### config.mk
export PLATFORM = sky130hd
export DESIGN_NAME = if_prefetch_rv32_flat
export DESIGN_NICKNAME = d
export VERILOG_FILES = /design/src/rtl/if_prefetch_rv32_if.sv /design/src/rtl/if_prefetch_rv32.sv /design/src/flat_wrapper.sv
export SDC_FILE = /design/constraint.sdc
export NUM_CORES = 1
export LEC_CHECK = 0
export CORE_ASPECT_RATIO = 2
export CORE_MARGIN = 2
export CORE_UTILIZATION = 52
export DETAILED_ROUTE_END_ITERATION = 10
export PLACE_DENSITY = 0.79
export SLEW_MARGIN = 40
export SYNTH_ARGS = -nofsm -noshare
export SYNTH_HDL_FRONTEND = slang
export SYNTH_SLANG_ARGS = --single-unit
export TNS_END_PERCENT = 5
### constraint.sdc
create_clock -name iCLK -period 11.99 [get_ports iCLK]
set_input_delay 2.398 -clock iCLK [delete_from_list [all_inputs] [get_ports iCLK]]
set_output_delay 2.398 -clock iCLK [all_outputs]
set_load 0.005 [all_outputs]
### src/rtl/if_prefetch_rv32_if.sv
// Fetch-stage bundle: ICache request/response, redirect, and Decode-side
// instruction stream. The fetch unit takes the master side.
interface if_prefetch_rv32_if #(
    parameter int XLEN = 32
);
    logic            oIREQ;
    logic [XLEN-1:0] oIADDR;
    logic            iIGNT;
    logic            iIRVALID;
    logic [31:0]     iIRDATA;
    logic            iBRANCH;
    logic [XLEN-1:0] iBranchADDR;
    logic            iStallD;
    logic            oINSTR_VALID;
    logic [31:0]     oINSTR;
    logic [XLEN-1:0] oINSTR_PC;
    logic            oERR;

    modport master (
        output oIREQ, oIADDR, oINSTR_VALID, oINSTR, oINSTR_PC, oERR,
        input  iIGNT, iIRVALID, iIRDATA, iBRANCH, iBranchADDR, iStallD
    );

    modport slave (
        input  oIREQ, oIADDR, oINSTR_VALID, oINSTR, oINSTR_PC, oERR,
        output iIGNT, iIRVALID, iIRDATA, iBRANCH, iBranchADDR, iStallD
    );
endinterface

### src/rtl/if_prefetch_rv32.sv
// Instruction fetch with a credit-limited prefetch queue; redirects flush
// the queue and drop responses still in flight.
module if_prefetch_rv32 #(
    parameter int              XLEN         = 32,
    parameter logic [XLEN-1:0] RESET_VECTOR = '0,
    parameter int              FIFO_DEPTH   = 4,
    parameter int              CNT_W        = $clog2(FIFO_DEPTH) + 1
) (
    input logic iCLK,
    input logic iRST,
    if_prefetch_rv32_if.master bus
);
    localparam int PTR_W = $clog2(FIFO_DEPTH);

    logic [XLEN-1:0]  fetch_pc_q, fetch_pc_d;
    logic [XLEN-1:0]  resp_pc_q, resp_pc_d;
    logic [CNT_W-1:0] cnt_q, cnt_d;
    logic [CNT_W-1:0] out_q, out_d;
    logic [CNT_W-1:0] drop_q, drop_d;
    logic             err_q, err_d;
    logic [PTR_W-1:0] rd_q, rd_d;
    logic [PTR_W-1:0] wr_q, wr_d;
    logic [31:0]      data_q [FIFO_DEPTH];
    logic [XLEN-1:0]  pc_q   [FIFO_DEPTH];

    logic             grant, rsp_ok, push, pop;
    logic [CNT_W:0]   inflight;
    logic [XLEN-1:0]  br_tgt;
    logic             unused_br;

    assign br_tgt    = {bus.iBranchADDR[XLEN-1:2], 2'b00};
    assign unused_br = ^bus.iBranchADDR[1:0];

    // Queue entries plus in-flight requests bound the credit.
    assign inflight  = {1'b0, cnt_q} + {1'b0, out_q};
    assign bus.oIREQ = ~iRST & ~bus.iBRANCH &
                       (inflight < (CNT_W + 1)'(FIFO_DEPTH));
    assign bus.oIADDR = fetch_pc_q;

    assign grant  = bus.oIREQ & bus.iIGNT;
    assign rsp_ok = bus.iIRVALID & (out_q != '0);
    assign push   = rsp_ok & ~bus.iBRANCH & (drop_q == '0);
    assign pop    = (cnt_q != '0) & ~bus.iStallD & ~bus.iBRANCH;

    assign bus.oINSTR_VALID = (cnt_q != '0);
    assign bus.oINSTR       = data_q[rd_q];
    assign bus.oINSTR_PC    = pc_q[rd_q];
    assign bus.oERR         = err_q;

    always_comb begin
        fetch_pc_d = fetch_pc_q;
        resp_pc_d  = resp_pc_q;
        cnt_d      = cnt_q;
        drop_d     = drop_q;
        rd_d       = rd_q;
        wr_d       = wr_q;
        out_d      = out_q + CNT_W'(grant) - CNT_W'(rsp_ok);
        err_d      = err_q | (bus.iIRVALID & (out_q == '0));
        if (bus.iBRANCH) begin
            // No grant is possible here, so out_d already excludes
            // a response arriving this cycle.
            fetch_pc_d = br_tgt;
            resp_pc_d  = br_tgt;
            cnt_d      = '0;
            rd_d       = '0;
            wr_d       = '0;
            drop_d     = out_d;
        end else begin
            if (grant) fetch_pc_d = fetch_pc_q + XLEN'(4);
            if (rsp_ok && drop_q != '0) drop_d = drop_q - 1'b1;
            if (push) begin
                resp_pc_d = resp_pc_q + XLEN'(4);
                wr_d      = wr_q + 1'b1;
            end
            if (pop) rd_d = rd_q + 1'b1;
            cnt_d = cnt_q + CNT_W'(push) - CNT_W'(pop);
        end
    end

    always_ff @(posedge iCLK or posedge iRST) begin
        if (iRST) begin
            fetch_pc_q <= RESET_VECTOR;
            resp_pc_q  <= RESET_VECTOR;
            cnt_q      <= '0;
            out_q      <= '0;
            drop_q     <= '0;
            err_q      <= 1'b0;
            rd_q       <= '0;
            wr_q       <= '0;
            for (int i = 0; i < FIFO_DEPTH; i++) begin
                data_q[i] <= '0;
                pc_q[i]   <= RESET_VECTOR;
            end
        end else begin
            fetch_pc_q <= fetch_pc_d;
            resp_pc_q  <= resp_pc_d;
            cnt_q      <= cnt_d;
            out_q      <= out_d;
            drop_q     <= drop_d;
            err_q      <= err_d;
            rd_q       <= rd_d;
            wr_q       <= wr_d;
            if (push) begin
                data_q[wr_q] <= bus.iIRDATA;
                pc_q[wr_q]   <= resp_pc_q;
            end
        end
    end
endmodule

### src/flat_wrapper.sv
// flat-port wrapper written by rule: the top's interface ports become plain ports
module if_prefetch_rv32_flat 
#(
    parameter int              XLEN         = 32,
    parameter logic [XLEN-1:0] RESET_VECTOR = '0,
    parameter int              FIFO_DEPTH   = 4,
    parameter int              CNT_W        = $clog2(FIFO_DEPTH) + 1
)
  (iCLK, iRST, bus_oIREQ, bus_oIADDR, bus_oINSTR_VALID, bus_oINSTR, bus_oINSTR_PC, bus_oERR, bus_iIGNT, bus_iIRVALID, bus_iIRDATA, bus_iBRANCH, bus_iBranchADDR, bus_iStallD);
  if_prefetch_rv32_if #(.XLEN(XLEN)) bus_i ();
  input logic iCLK;
  input logic iRST;
  output wire logic [$bits(bus_i.oIREQ)-1:0] bus_oIREQ;
  output wire logic [$bits(bus_i.oIADDR)-1:0] bus_oIADDR;
  output wire logic [$bits(bus_i.oINSTR_VALID)-1:0] bus_oINSTR_VALID;
  output wire logic [$bits(bus_i.oINSTR)-1:0] bus_oINSTR;
  output wire logic [$bits(bus_i.oINSTR_PC)-1:0] bus_oINSTR_PC;
  output wire logic [$bits(bus_i.oERR)-1:0] bus_oERR;
  input wire logic [$bits(bus_i.iIGNT)-1:0] bus_iIGNT;
  input wire logic [$bits(bus_i.iIRVALID)-1:0] bus_iIRVALID;
  input wire logic [$bits(bus_i.iIRDATA)-1:0] bus_iIRDATA;
  input wire logic [$bits(bus_i.iBRANCH)-1:0] bus_iBRANCH;
  input wire logic [$bits(bus_i.iBranchADDR)-1:0] bus_iBranchADDR;
  input wire logic [$bits(bus_i.iStallD)-1:0] bus_iStallD;
  assign bus_oIREQ = bus_i.oIREQ;
  assign bus_oIADDR = bus_i.oIADDR;
  assign bus_oINSTR_VALID = bus_i.oINSTR_VALID;
  assign bus_oINSTR = bus_i.oINSTR;
  assign bus_oINSTR_PC = bus_i.oINSTR_PC;
  assign bus_oERR = bus_i.oERR;
  assign bus_i.iIGNT = bus_iIGNT;
  assign bus_i.iIRVALID = bus_iIRVALID;
  assign bus_i.iIRDATA = bus_iIRDATA;
  assign bus_i.iBRANCH = bus_iBRANCH;
  assign bus_i.iBranchADDR = bus_iBranchADDR;
  assign bus_i.iStallD = bus_iStallD;
  if_prefetch_rv32 #(.XLEN(XLEN), .RESET_VECTOR(RESET_VECTOR), .FIFO_DEPTH(FIFO_DEPTH), .CNT_W(CNT_W)) u_core (.iCLK(iCLK), .iRST(iRST), .bus(bus_i));
endmodule
# ---- Yosys cells after proc, flatten, opt, wreduce, memory -nomap -nowiden
# Index checks and enable logic that the tools add are counted.
dict set report classes {
  n_addsub 10
  muxes 21
  n_bitwise 15
  n_reduce_logical 11
  n_lt_le_gt_ge 4
}
# cell count
set ops {}
lappend ops {{2-to-1 mux 32 bit} 9}
lappend ops {{bitwise mux 128 bit} 2}
lappend ops {{binary-select mux 32 bit (select 2 bit)} 2}
lappend ops {{adder 32 x 3 -> 32 bit (second input constant)} 2}
lappend ops {{demux 32 bit (select 2 bit)} 1}
lappend ops {{bitwise AND 1 bit} 9}
lappend ops {{2-to-1 mux 3 bit} 3}
lappend ops {{nonzero test 3 bit} 3}
lappend ops {{2-to-1 mux 2 bit} 4}
lappend ops {{nonzero test 2 bit} 4}
lappend ops {{adder 3 x 1 -> 3 bit} 2}
lappend ops {{greater-or-equal comparator 3 bit (second input constant)} 2}
lappend ops {{logical NOT 3 bit} 2}
lappend ops {{inverter 2 -> 3 bit} 2}
lappend ops {{subtractor 3 x 1 -> 3 bit} 2}
lappend ops {{adder 2 x 1 -> 2 bit (second input constant)} 2}
lappend ops {{adder 3 x 3 -> 4 bit} 1}
lappend ops {{less-than comparator 4 x 3 -> 1 bit (second input constant)} 1}
lappend ops {{less-than comparator 3 x 1 -> 1 bit (second input constant)} 1}
lappend ops {{inverter 1 bit} 3}
lappend ops {{subtractor 3 x 1 -> 3 bit (second input constant)} 1}
lappend ops {{logical AND 1 bit} 2}
lappend ops {{bitwise OR 1 bit} 1}
dict set report totals {
  ff_bits 334
  input_bits 70
  wordCells 77
  output_inout_bits 99
}

# ---- Logic depth before layout (Yosys ltp)
# Gate-level depths: netlist of run 1.
dict set report logic_depth {
  depth_word 7
  ltp_mapped 11
  depth_no_buf 10
}

# ---- Least setup slack after synthesis of run 1
# OpenSTA, ideal clock, no wires.
dict set report synth_path {
  path_kind {input port to output port}
  from {in bus_iBRANCH}
  to {out bus_oIREQ}
  t_arrival_ns 2.915
  stages 3
  n_path_buf 1
  path_slack_ns 6.677
  t_required_ns 9.592
  path_cell_list {buf_6 -> nor3_4 -> and3_1}
}
dict set report synth_via {
  elab_chain_len 3
}
# item line_no
set synth_rtl {}
lappend synth_rtl {{start: declaration} flat_wrapper.sv:22} ;# input wire logic [$bits(bus_i.iBRANCH)-1:0] bus_iBRANCH;
lappend synth_rtl {{inverter 1 bit} if_prefetch_rv32.sv:36} ;# assign bus.oIREQ = ~iRST & ~bus.iBRANCH &
lappend synth_rtl {{bitwise AND 1 bit (2 in a row)} if_prefetch_rv32.sv:36}
lappend synth_rtl {{end: declaration} flat_wrapper.sv:13} ;# output wire logic [$bits(bus_i.oIREQ)-1:0] bus_oIREQ;
# No other way between the ends.

# ---- Final worst setup path of run 1
dict set report layout_path {
  from {in iRST}
  to {out bus_oIREQ}
}
dict set report layout_via {
  elab_chain_len 3
}
# item line_no
set layout_rtl {}
lappend layout_rtl {{start: declaration} flat_wrapper.sv:12} ;# input logic iRST;
lappend layout_rtl {{inverter 1 bit} if_prefetch_rv32.sv:36}
lappend layout_rtl {{bitwise AND 1 bit (2 in a row)} if_prefetch_rv32.sv:36}
# No other way between the ends.

==> summary.md, run 1 <==
| Metric | Value |
|---|---|
| Status | completed |
| # diodes | 0 |
| Post-Syn Area per Cell | between 15 and 20 um2 |
| CTS Buf Count | 29 |
| Setup violations, final | 0 |
| Worst min path class | flip-flop to flip-flop |
| Int Pwr | around 0.0027 W |
| Layout cells sized above 1 | 32.45% |
| Placeable Area | around 30000 um2 |
| Clock sink total | 322 |
| Pins Over Slew Limit | 0 |
| Clk pin slew, worst setup/hold paths | approximately 60 ps |
| Seq pwr share | between 40% and 50% |
| Worst VDD drop | between 0.1 and 0.15 mV |
| DR WL/cell | 21.20 um |
| Yosys cell types | 63 |
| Grt ovf | 0 |
| Psw | 0.001052 W |
| Total wire length | about 35000 um |
| Initial antenna violation count | 0 |
| CTS tree | done |
| Root Buffer Master | clkbuf_16 |
| DR DRC count | 0 |
| Io pins | between 150 and 200 |
| Max cap viols | 0 |
| DP HPWL | ~23000 um |
| Drt first-iter violations | between 600 and 700 |
| Vias in the first global route | approximately 10000 |
| Worst EP arrival | 3930 ps |
| Endpoints failing hold | 0 |
| Post-synth design cell area | ~16000 um2 |
| Clock buffer depth | 3 |
| Synthesized flop and latch total | about 320 |
| Worst-Skew Late Latency | between 500 and 600 ps |
| Ys Warns | 0 |
| Final worst clock skew | roughly 17 ps |
| Die Span X | roughly 130 um |
| Clock network power share | 24.6% |
| Via density | between 5 and 6 |
| GP Congestion | around 0.85 |
| Sequential area share after synthesis | 49.34% |
| CP Launch Type | primary input |
| Post-CTS Setup Bufs | 0 |
| CP endpoint kind | primary output |
| Post-route setup slack | 5663 ps |
| Final Cycle Share | between 50% and 60% |
| Post-CTS resize count | 0 |
| Die Ht | around 250 um |
| First-pass GRT wire length | ~57000 um |
| I/O Buffers | 162 |
| Largest net degree at the start of global routing | 113 |
| Dpl ws | 5668 ps |
| Final worst path period need | 6327 ps |
| Rows | 91 |
| Slew of the pin with the lowest slew margin | about 760 ps |
| Req. time, crit path | 9590 ps |
| R2R setup slack | 8730 ps |
| Total number of vias | 9510 |
| All-Layer GR Usage | 21.92% |
| First-pass DRT Iterations | 5 |
| Total Power | ~0.0038 W |
| RSZ-0062 raised after global routing | no |
| Fmax | between 150 and 200 MHz |
| Rel. slew slack | between 40 and 50% |
| Top cells by area, synth | dfrtp_1 (49%), mux2_4 (22%), mux4_2 (8.6%), buf_12 (2.9%), nand2_1 (1.4%) |
| Post-synthesis async set-or-reset flop share | 100.0% |
| Crit Path Category | primary input to primary output |
| Ys flop type | dfrtp_1 |
| Switching share of total power | between 20 and 30% |
| Setup_tns | 0 ps |
| P_leak | 8.174 nW |
| PwrDens | 200.7 nW/um2 |
| Fin nets | 1306 |
| H-tree Lvls | 1 |
| Logic pwr share | between 30% and 40% |
| Synth top area share | between 40% and 50% |
| Post-synthesis cell count | roughly 1100 |
| Initial Util | a little over half |
| CP max FO | 2 |
| Routed Antenna Nets | 0 |
| Hold_buf cts | 0 |
| EDFF count, synth | 0 |
| Area Overhead vs Synth | 15.13% |
| Cell taking the most area after synthesis | dfrtp_1 |
| Die area | roughly 33000 um2 |
cell usage after synthesis (all sizes together) (6+ instances only):
cell type / number
nand4: 26
inv: 24
mux2i: 6
nor4: 7
o311ai: 11
o21ai: 43
nor2: 33
mux4: 62
nor3: 14
ha: 14
dfrtp: 322
clkbuf: 16
xor2: 17
o211ai: 10
xnor2: 16
a21oi: 8
a31oi: 7
nand3: 38
buf: 56
mux2: 248
nand2: 62
cells in the final DEF (no fill, tap or decap), types with 5 or more instances in the layout:
cell and n:
clkbuf_16 29, nor2_1 31, o211ai_1 10, xnor2_1 16
clkbuf_8 6, o311ai_0 10, a21oi_1 8, a31oi_1 7
and3_1 5, o21ai_1 13, clkinv_2 7, inv_1 21
o21ai_0 30, buf_4 6, clkdlybuf4s50_1 161, buf_6 6
nand4_1 22, mux2_2 8, xor2_1 17, nor3_1 9
ha_1 14, mux2i_1 6, mux4_2 62, nand3_1 36
dfrtp_1 320, nand2_1 61, mux2_4 240
sequential cells by signal, summed over array words and instances, names as in the netlist:
register	flops
u_core.bus.oERR	1
u_core.data_q	128
u_core.out_q	3
u_core.wr_q	2
u_core.cnt_q	3
u_core.pc_q	120
u_core.drop_q	3
u_core.resp_pc_q	30
u_core.bus.oIADDR	30
u_core.rd_q	2
critical path, stage by stage:
cell,delay [ps]
clkdlybuf4s50_1,560
nor3_4,270
and3_1,190
clkdlybuf4s50_1,520
power by group through the flow:
stage,combinational [W],clock (W),sequential [W]
floorplan,0.000848,0,0.00148
global placement,0.00127,0,0.00155
detailed placement,0.00130,0,0.00157
CTS,0.00131,0.000952,0.00156
global route,0.00139,0.000995,0.00159
finish,0.00129,0.000930,0.00156
layout make-up:
cell class,instances,area [um2]
clock inverter,11,110.1
fill,2279,12050
sequential,322,8063
multi-input combinational,668,7447
clock buffer,39,823.3
timing repair buffer,174,1729
tap,418,523.0
inverter,25,106.4
through the flow:
step | instance area, um2 | utilization, % | std cells | hold slack [ps]
after global routing | 18800 | 60.93 | 1657 | 495.0
after global placement | 17840 | 57.80 | 1607 | 455.4
after detailed placement | 17860 | 57.87 | 1607 | 452.1
after floorplan | 16340 | - | 1087 | 451.0
after CTS | 18790 | 60.89 | 1657 | 467.4
final | 18800 | 60.93 | 1657 | 463.1
logic make-up (layout without fill, tap and decap cells):
family,count (synthesis),in the layout,share of synthesized area [%]
and+or+nand+nor,209,209,7.348
DFF,322,322,49.34
buffers and inverters,97,249,5.156
AOI/OAI and AO/OA,90,90,3.509
xor gates and xnor gates,33,33,1.770
other,1,4,0.02296
muxes,316,316,31.54
adders and majority gates,16,16,1.318
per-layer routing:
layer / part of all wire, % / track usage (%)
met5: 0 / 0
met4: 2.8 / 7.205
met3: 4.3 / 2.916
met1: 40 / 26.38
met2: 53 / 40.08
path summary, 6_finish.rpt:
path | endpoint | start | cells after the start
worst max register to register | u_core.pc_q[95]$_DFFE_PP0P_ | u_core.drop_q[0]$_DFFE_PP0P_ | 7
worst min-delay path | u_core.bus.oERR$_DFF_PP0_ | u_core.bus.oERR$_DFF_PP0_ | 1
worst min register to register | u_core.bus.oERR$_DFF_PP0_ | u_core.bus.oERR$_DFF_PP0_ | 1
worst max-delay path | bus_oIREQ | iRST | 4
min in group asynchronous | u_core.bus.oERR$_DFF_PP0_ | iRST | 2
max in group asynchronous | u_core.pc_q[113]$_DFFE_PP0P_ | iRST | 4
Power figures use the tool's default switching activity.
==> run 2, diff against run 1 <==
clock period = 5.8 ns   (was 11.99 ns; I/O delays follow)
==> summary.md, run 2 (synthesis results as in run 1) <==
| Metric | Value |
|---|---|
| Total number of vias | 9481 (-0.30%) |
| Die Ht | 254.6 um (unchanged) |
| DR DRC count | 0 (unchanged) |
| Setup_tns | 0 ps (unchanged) |
| Post-DP Area | 17980 um2 (+0.72%) |
| Final worst path period need | ~4100 ps |
| Reg with most FFs | u_core.data_q |
| Max cap viols | 0 (unchanged) |
| First-pass DRT Iterations | 5 (unchanged) |
| Die area | 32920 um2 (unchanged) |
| Grt ovf | 0 (unchanged) |
| Leading cell types in the layout, fill and taps excluded | dfrtp_1 (320), mux2_4 (240), clkdlybuf4s50_1 (161) |
| DP HPWL | 23240 um (+3.0%) |
| PwrDens | 417.6 nW/um2 (+110%) |
| Rows | 91 (unchanged) |
| Hold_buf cts | 0 (unchanged) |
| Post-CTS Setup Bufs | 0 (unchanged) |
| Total wire length | 35550 um (+1.2%) |
| Rel. slew slack | 48.69% (-0.46 points) |
| Clk pin slew, worst setup/hold paths | 60 ps (about the same) |
| Routed Antenna Nets | 0 (unchanged) |
| CTS tree | done |
| Largest net degree at the start of global routing | 109 (-3.5%) |
| CP max FO | 33 (+31) |
| All-Layer GR Usage | 21.97% (+0.052 points) |
| CTS Buf Count | 30 (+3.4%) |
| Layout cells sized above 1 | 33.20% (+0.75 points) |
| Endpoints failing hold | 0 (unchanged) |
| Worst EP arrival | 2930 ps (-1000 ps) |
| Initial antenna violation count | 0 (unchanged) |
| Post-CTS resize count | 0 (unchanged) |
| Clock sink total | 322 (unchanged) |
| First-pass GRT wire length | 57140 um (+0.61%) |
| Via density | 5.684 (-0.96%) |
| Die Span X | 129.3 um (unchanged) |
| Final worst clock skew | 20.89 ps (+3.467 ps) |
| H-tree Lvls | 1 (unchanged) |
| Pins Over Slew Limit | 0 (unchanged) |
| CP Launch Type | flip-flop |
| Clock network power share | 26.0% (+1.4 points) |
| Vias in the first global route | 10400 (-0.029%) |
| Total Power | 0.007955 W (+110%) |
| Setup violations, final | 0 (unchanged) |
| GP Congestion | 0.8604 (+0.69%) |
| Root Buffer Master | clkbuf_16 |
| Drt first-iter violations | 482 (-23%) |
| Slew of the pin with the lowest slew margin | 768.9 ps (+6.063 ps) |
| Final instance area | 19050 um2 (+1.3%) |
| Initial Util | 52.93% (unchanged) |
| Psw | 0.002221 W (+110%) |
| Final Cycle Share | about 71% |
| CP endpoint kind | primary output |
| Worst-Skew Late Latency | 560 ps (about the same) |
| Most common cell after layout, fill and taps aside | dfrtp_1 |
| Logic pwr share | 33.4% (-0.7 points) |
| Seq pwr share | 40.6% (-0.7 points) |
| Clock buffer depth | 3 (unchanged) |
| P_leak | 8.259 nW (+1.0%) |
| Largest regs | u_core.data_q: 128 flops, u_core.pc_q: 120 flops |
| Switching share of total power | 27.92% (+0.042 points) |
| Worst min path class | flip-flop to flip-flop |
| Int Pwr | 0.005734 W (+110%) |
| Io pins | 169 (unchanged) |
| Area Overhead vs Synth | 16.66% |
| DR WL/cell | 21.31 um (+0.55%) |
| Max FFs per register | 128 (unchanged) |
| Worst VDD drop | 0.2375 mV (+120%) |
| Req. time, crit path | 4640 ps (-4950 ps) |
| Placeable Area | 30860 um2 (unchanged) |
| I/O Buffers | 162 (unchanged) |
| # fillers | 2251 (-1.2%) |
| Crit Path Category | flip-flop to primary output |
| RSZ-0062 raised after global routing | no |
| Status | completed |
| # diodes | 0 (unchanged) |
| Fmax | roughly 240 MHz |
| Fin nets | 1313 (+0.54%) |
run 2: cell types whose count changed in the layout (fill, tap and decap cells not counted), sizes merged:
cell,change
buf,+6
clkinvlp,+5
clkbuf,+3
clkinv,-3
run 2: worst max-delay path, cell delays in order, from the launching register on:
cell,delay (ps)
dfrtp_4,870
buf_12,340
mux4_2,620
clkdlybuf4s50_1,480
run 2: power groups by stage:
stage / registers, W / logic [W] / clock network [W]
after detailed placement: 0.00326 / 0.00269 / 0
after CTS: 0.00323 / 0.00270 / 0.00211
final: 0.00323 / 0.00266 / 0.00207
after floorplan: 0.00305 / 0.00175 / 0
after global placement: 0.00323 / 0.00263 / 0
after global routing: 0.00331 / 0.00285 / 0.00221
run 2: routing by layer:
layer | track usage, % | part of all wire (%) | vias up
met4 | 7.329 | 2.5 | 0
met5 | 0 | 0 | -
met1 | 27.36 | 40 | 4945
met3 | 2.370 | 3.5 | 52
met2 | 39.53 | 54 | 252
li1 | - | - | 4232
run 2: metrics by stage:
stage	utilization [%]	setup WS, ps	cells	hold slack [ps]
CTS	61.66	1618	1667	467.2
finish	61.74	1707	1668	460.8
detailed placement	58.29	1799	1612	451.9
global placement	58.04	1815	1609	438.4
global route	61.74	1531	1668	497.7
floorplan	-	345.2	1087	451.0
run 2: final cells by class:
cell class	instances	area, um2	share of cell area (%)
clock buffers	42	897.1	4.709
inverters	25	97.59	0.5123
flip-flops and latches	322	8063	42.32
well taps	418	523.0	2.745
repair buffers	180	1876	9.845
clock inverters	13	145.1	0.7619
multi-input cells	668	7450	39.10
run 2: path summary, 6_finish.rpt:
| kind | from | to | slack (ps) | cells past startpoint |
|---|---|---|---|---|
| max in group asynchronous | iRST | u_core.pc_q[55]$_DFFE_PP0P_ | 3600 | 4 |
| hold reg to reg | u_core.bus.oERR$_DFF_PP0_ | u_core.bus.oERR$_DFF_PP0_ | 460 | 1 |
| setup reg to reg | u_core.drop_q[0]$_DFFE_PP0P_ | u_core.pc_q[41]$_DFFE_PP0P_ | 2740 | 7 |
| setup / recovery | u_core.rd_q[0]$_DFFE_PP0P_ | bus_oINSTR_PC[10] | 1710 | 3 |
| min in group asynchronous | iRST | u_core.cnt_q[2]$_DFF_PP0_ | 1010 | 2 |
| hold / removal | u_core.bus.oERR$_DFF_PP0_ | u_core.bus.oERR$_DFF_PP0_ | 460 | 1 |
